## config.mk

```make
export PLATFORM = sky130hd
export DESIGN_NAME = wb_regfile_writer
export DESIGN_NICKNAME = d
export VERILOG_FILES = /design/src/rtl/wb_regfile_writer_pkg.sv /design/src/rtl/wb_regfile_writer_load_align.sv /design/src/rtl/wb_regfile_writer.sv
export SDC_FILE = /design/constraint.sdc
export NUM_CORES = 1
export LEC_CHECK = 0
export BUFFER_PORTS_ARGS = -buffer_cell sky130_fd_sc_hd__buf_2
export CAP_MARGIN = 20
export CORE_ASPECT_RATIO = 1.75
export CORE_MARGIN = 2
export CORE_UTILIZATION = 45
export CTS_CLUSTER_DIAMETER = 120
export DETAILED_ROUTE_END_ITERATION = 7
export PLACE_DENSITY = 0.77
export SYNTH_ARGS = -nofsm -noshare
export SYNTH_HDL_FRONTEND = slang
export SYNTH_HIERARCHICAL = 1
export SYNTH_SLANG_ARGS = --single-unit
```

## constraint.sdc

```tcl
create_clock -name Clk -period 3.5 [get_ports Clk]
set_input_delay 0.175 -clock Clk [delete_from_list [all_inputs] [get_ports Clk]]
set_output_delay 0.175 -clock Clk [all_outputs]
set_load 0.05 [all_outputs]
```

## src/rtl/wb_regfile_writer_pkg.sv

```systemverilog
// Shared RV32I definitions used by the write-back stage.
// Holds write-back source, load funct3 and FSM encodings.
package RV32I_definitions;

    typedef enum logic [1:0] {
        WB_ALU  = 2'd0,
        WB_LOAD = 2'd1,
        WB_PC4  = 2'd2
    } wb_sel_t;

    localparam logic [2:0] F3_LB  = 3'd0;
    localparam logic [2:0] F3_LH  = 3'd1;
    localparam logic [2:0] F3_LW  = 3'd2;
    localparam logic [2:0] F3_LBU = 3'd4;
    localparam logic [2:0] F3_LHU = 3'd5;

    typedef enum logic {
        WB_IDLE,
        WB_WAIT_LOAD
    } wb_state_t;

endpackage

```

## src/rtl/wb_regfile_writer_load_align.sv

```systemverilog
// Load data extraction and sign/zero extension.
// Also flags misaligned accesses and unsupported funct3 codes.
module wb_load_align
    import RV32I_definitions::*;
#(
    parameter int W = 32
) (
    input  logic [W-1:0] rdata,
    input  logic [1:0]   offset,
    input  logic [2:0]   funct3,
    output logic [W-1:0] data,
    output logic         illegal
);

    logic [7:0]  b;
    logic [15:0] h;

    assign b = rdata[{offset, 3'b000} +: 8];
    assign h = rdata[{offset[1], 4'b0000} +: 16];

    always_comb begin
        data    = '0;
        illegal = 1'b0;
        case (funct3)
            F3_LB:  data = {{(W-8){b[7]}}, b};
            F3_LH: begin
                data    = {{(W-16){h[15]}}, h};
                illegal = offset[0];
            end
            F3_LW: begin
                data    = rdata;
                illegal = (offset != 2'd0);
            end
            F3_LBU: data = {{(W-8){1'b0}}, b};
            F3_LHU: begin
                data    = {{(W-16){1'b0}}, h};
                illegal = offset[0];
            end
            default: illegal = 1'b1;
        endcase
    end

endmodule

```

## src/rtl/wb_regfile_writer.sv

```systemverilog
// Write-back stage: sole driver of the register file write port.
// Waits for data memory on loads and stalls MEM meanwhile.
module wb_regfile_writer
    import RV32I_definitions::*;
#(
    parameter int REG_DATA_WIDTH     = 32,
    parameter int REGFILE_ADDR_WIDTH = 5,
    parameter int LOAD_TIMEOUT       = 16
) (
    input  logic                          Clk,
    input  logic                          Reset_n,
    input  logic                          Mem_valid,
    input  logic [REGFILE_ADDR_WIDTH-1:0] Mem_rd_addr,
    input  logic                          Mem_rd_wr_en,
    input  logic [1:0]                    Mem_wb_sel,
    input  logic [REG_DATA_WIDTH-1:0]     Mem_alu_result,
    input  logic [REG_DATA_WIDTH-1:0]     Mem_pc_plus4,
    input  logic [2:0]                    Mem_funct3,
    input  logic                          Dmem_rvalid,
    input  logic [REG_DATA_WIDTH-1:0]     Dmem_rdata,
    output logic [REGFILE_ADDR_WIDTH-1:0] Rd_addr,
    output logic [REG_DATA_WIDTH-1:0]     Rd_wr_data,
    output logic                          Rd_wr_en,
    output logic                          Wb_stall,
    output logic                          Load_err
);

    localparam int CW = $clog2(LOAD_TIMEOUT + 1);
    localparam logic [CW-1:0] CNT_LAST = CW'(LOAD_TIMEOUT - 1);

    wb_state_t                   state, state_nxt;
    logic [CW-1:0]               cnt;
    logic [REGFILE_ADDR_WIDTH-1:0] ld_rd;
    logic [1:0]                  ld_off;
    logic [2:0]                  ld_f3;
    logic                        ld_we;

    logic                        accept, is_load, timeout;
    logic [1:0]                  al_off;
    logic [2:0]                  al_f3;
    logic [REG_DATA_WIDTH-1:0]   al_data;
    logic                        al_illegal;

    logic                          we_nxt, err_nxt;
    logic [REGFILE_ADDR_WIDTH-1:0] addr_nxt;
    logic [REG_DATA_WIDTH-1:0]     data_nxt;

    assign Wb_stall = (state == WB_WAIT_LOAD);
    assign accept   = Mem_valid && !Wb_stall;
    assign is_load  = (Mem_wb_sel == WB_LOAD);
    assign timeout  = (cnt == CNT_LAST);

    // One aligner: checks the incoming load in IDLE, formats data in WAIT_LOAD.
    assign al_off = Wb_stall ? ld_off : Mem_alu_result[1:0];
    assign al_f3  = Wb_stall ? ld_f3  : Mem_funct3;

    wb_load_align #(.W(REG_DATA_WIDTH)) u_align (
        .rdata   (Dmem_rdata),
        .offset  (al_off),
        .funct3  (al_f3),
        .data    (al_data),
        .illegal (al_illegal)
    );

    always_ff @(posedge Clk or negedge Reset_n) begin
        if (!Reset_n) state <= WB_IDLE;
        else          state <= state_nxt;
    end

    always_comb begin
        state_nxt = state;
        unique case (state)
            WB_IDLE:
                if (accept && is_load && !al_illegal)
                    state_nxt = WB_WAIT_LOAD;
            WB_WAIT_LOAD:
                if (Dmem_rvalid || timeout)
                    state_nxt = WB_IDLE;
        endcase
    end

    always_comb begin
        we_nxt   = 1'b0;
        err_nxt  = 1'b0;
        addr_nxt = Rd_addr;
        data_nxt = Rd_wr_data;
        unique case (state)
            WB_IDLE:
                if (accept) begin
                    addr_nxt = Mem_rd_addr;
                    case (Mem_wb_sel)
                        WB_ALU: begin
                            we_nxt   = Mem_rd_wr_en && (Mem_rd_addr != '0);
                            data_nxt = Mem_alu_result;
                        end
                        WB_PC4: begin
                            we_nxt   = Mem_rd_wr_en && (Mem_rd_addr != '0);
                            data_nxt = Mem_pc_plus4;
                        end
                        WB_LOAD: err_nxt = al_illegal;
                        default: ;
                    endcase
                end
            WB_WAIT_LOAD:
                if (Dmem_rvalid) begin
                    we_nxt   = ld_we && (ld_rd != '0);
                    addr_nxt = ld_rd;
                    data_nxt = al_data;
                end else begin
                    err_nxt = timeout;
                end
        endcase
    end

    always_ff @(posedge Clk or negedge Reset_n) begin
        if (!Reset_n) begin
            Rd_addr    <= '0;
            Rd_wr_data <= '0;
            Rd_wr_en   <= 1'b0;
            Load_err   <= 1'b0;
        end else begin
            Rd_wr_en <= we_nxt;
            Load_err <= err_nxt;
            if (we_nxt) begin
                Rd_addr    <= addr_nxt;
                Rd_wr_data <= data_nxt;
            end
        end
    end

    always_ff @(posedge Clk or negedge Reset_n) begin
        if (!Reset_n) begin
            cnt    <= '0;
            ld_rd  <= '0;
            ld_off <= '0;
            ld_f3  <= '0;
            ld_we  <= 1'b0;
        end else begin
            cnt <= Wb_stall ? cnt + 1'b1 : '0;
            if (accept && is_load) begin
                ld_rd  <= Mem_rd_addr;
                ld_off <= Mem_alu_result[1:0];
                ld_f3  <= Mem_funct3;
                ld_we  <= Mem_rd_wr_en;
            end
        end
    end

endmodule

```

==> flow_summary_export.csv <==
group,metric,value,unit
yosys,syn_area_per_cell,10.47,um2
worst_setup_path,crit_chain,"mux2_2 -> nor2_1 -> a22oi_4 -> o21ai_0 -> nand2_1 -> o21ai_0 -> mux2_2",
sta,hold_violations,5,
clocking,htree_levels,2,
place,post_dp_cell_area,4678,um2
run_status,status,"complete, but fails checks",
yosys,yosysTopAreaCellShare,35.77,%
yosys,synth.distinct_cells,40,
floorplanning,start_util,45.77,%
worst_setup_path,cp_top_family,"multiplexers",
power_and_ir_drop,p_leak,2.340,nW
clocking,postCtsHoldBufs,0,
detailed_routing,drtAntennaViolNets,0,
sta,finalCritPeriodShare,80.94,%
hold_path,hold_path.class,"in2async",
power_and_ir_drop,ir_drop,387.9,uV
clocking,cts_tree,"done",
floorplanning,io_pins,151,
global_routing,antenna_found_initial,0,
detailed_routing,drc,0,
sta,fmax,353.0,MHz
global_routing,overflow,0,
power_and_ir_drop,power_frac_comb,49.5,%
sta,rsz0062_at_grt,"false",
worst_setup_path,slowest_stage,"dfrtp_2",
power_and_ir_drop,p_clk_share,17.5,%
place,post-dp-hpwl,8.342,mm
final_layout,nFillCells,796,
sta,worst_hold_slack,-0.008945,ns
final_layout,final_area,4821,um2
final_layout,drive_gt1_share,49.30,%
yosys,yosysMostFrequentCell,"dfrtp_1",
yosys,async_flop_share,100.0,%
worst_setup_path,arrival,3.02,ns
worst_setup_path,worst-endpoint-required,3.69,ns
power_and_ir_drop,power_density,597.6,nW/um2
detailed_routing,routed_wirelength,10.65,mm
floorplanning,die-area,9497,um2
worst_setup_path,startpoint_type,"register",
sta,fin_tns_setup,0,ns
sta,tightest_slew,0.8957,ns
worst_setup_path,path_buf_inv,0,
yosys,synth.area.top_cells,"dfrtp_1, mux2_2, mux2i_1",
final_layout,final_nets,615,
worst_setup_path,crit_fanout,33,
detailed_routing,wire_per_inst,17.18,um
place,io_buffers,150,
sta,final.min_clock_period,2.833,ns
power_and_ir_drop,p_switching,1.290,mW
sta,relSlewSlack,40.29,%
yosys,synthFlopType,"dfrtp_1",
sta,slew_violations,0,
clocking,insertion_delay,0.30,ns
worst_setup_path,slowest_delay,0.67,ns
worst_setup_path,cp-startpoint,"Wb_stall",
worst_setup_path,criticalPathCategory,"reg2reg",
clocking,cts_setup_buffers,0,
power_and_ir_drop,power,2.881,mW
detailed_routing,vias,3352,
yosys,synth_edf_count,0,
yosys,yosysWarnings,6,
detailed_routing,drt_iter0_markers,295,
floorplanning,fp.coreArea,8558,um2
worst_setup_path,endpoint_kind,"register",
clocking,cts_buffers,5,
clocking,clk_pin_slew,0.07,ns
final_layout,area_delta_synth_final,23.06,%
power_and_ir_drop,seq_power_share,33.0,%
global_routing,grt_pass1_wl,16.30,mm
run_status,violations,"hold timing",
detailed_routing,viasPerCell,5.406,
sta,clock_skew,0.005905,ns
floorplanning,die_x,74.53,um
yosys,ys_seq_area_share,35.77,%
worst_setup_path,r2r-start,"Wb_stall",
sta,setup_viol,0,
global_routing,grt_pass1_vias,3341,
yosys,synthCells,374,
clocking,cts.path.max_buffers,2,
clocking,root_buffer,"clkbuf_16",
yosys,syn_area,3918,um2
clocking,cts_resized,0,
yosys,yosysTopAreaCell,"dfrtp_1",
place,place.gp.congestion,0.9426,
yosys,ys_top_cells_by_count,"dfrtp_1, mux2_2, o21ai_0",
detailed_routing,dr.pass1.iters,4,
yosys,synth_seq_cells,56,
floorplanning,die_h,127.4,um
global_routing,grt_max_degree,50,
clocking,clock-sinks,56,
yosys,synth_fp_nets,487,
flow_run,cap_viol_max_count,0,
final_layout,n_antenna_cell,0,
floorplanning,rows,45,
power_and_ir_drop,intPower,1.591,mW
power_and_ir_drop,swShare,44.79,%
global_routing,track_usage,22.31,%
final timing paths:
| path | to | slack [ns] | cells after the start |
|---|---|---|---|
| min in group Clk | Wb_stall | 0.10 | 2 |
| worst max register to register | Rd_wr_data[8] | 0.67 | 7 |
| max in group asynchronous | Rd_wr_data[20] | 2.75 | 2 |
| worst min register to register | cnt[0] | 0.46 | 1 |
| worst max-delay path | Rd_wr_data[8] | 0.67 | 7 |
| worst min-delay path | Rd_wr_data[11] | -0.009 | 1 |
cells by family (layout without fill, tap and decap cells):
group                      after synthesis  count (layout)  share of synthesized area [%]
AOI/OAI and AO/OA                       97              97                          16.51
buffers and inverters                   41             170                          5.845
DFF                                     56              56                          35.77
adders and majority gates                2               2                         0.6387
and+or+nand+nor                         61              61                          7.090
xor gates and xnor gates                 2               2                         0.4472
muxes                                  115             115                          33.70
metal layers:
layer | global-route usage [%] | wire length (um)
met1 | 25.43 | 4072
met2 | 41.02 | 5860
met5 | 0 | 0
met4 | 7.668 | 185
met3 | 3.076 | 533
through the flow:
stage | setup WS (ns) | std cells | util, %
after floorplan | 0.2912 | 374 | -
after global placement | 0.7792 | 612 | 54.66
after detailed placement | 0.6900 | 612 | 54.66
after CTS | 0.6869 | 620 | 56.33
after global routing | 0.4297 | 620 | 56.33
final | 0.6673 | 620 | 56.33
power by group through the flow:
stage | sequential (mW) | combinational [mW] | clock, mW
2_1_floorplan | 1.53 | 0.520 | 0
3_3_place_gp | 0.953 | 1.41 | 0
3_5_place_dp | 0.961 | 1.43 | 0
4_1_cts | 0.951 | 1.43 | 0.516
5_1_grt | 0.978 | 1.50 | 0.535
6_report | 0.949 | 1.43 | 0.505
cell type report:
cell class                 count  area (um2)  area share (%)
timing repair buffer         156       808.3           16.77
inverter                       6       22.52          0.4672
clock inverter                 2       13.76          0.2855
multi-input combinational    277        2298           47.68
clock buffer                   6       128.9           2.673
sequential                    56        1403           29.09
tap                          117       146.4           3.037
placed cells by master, fill, tap and decap left out, drive strengths merged, types with 2 or more instances in the layout:
cell,count
a211oi,16
a22oi,24
buf,156
clkbuf,6
dfrtp,56
ha,2
inv,7
mux2,75
mux2i,40
nand2,41
nand2b,2
nor2,6
nor2b,2
nor4bb,2
o21ai,48
or4,2
flip-flops by register name, summed over array words and instances, names as in the netlist:
register / cells
Load_err: 1
Rd_wr_data: 32
ld_we: 1
ld_off: 2
ld_f3: 3
Rd_addr: 5
ld_rd: 5
Wb_stall: 1
Rd_wr_en: 1
cnt: 5
Note: power is estimated with default switching activity, not from simulation.
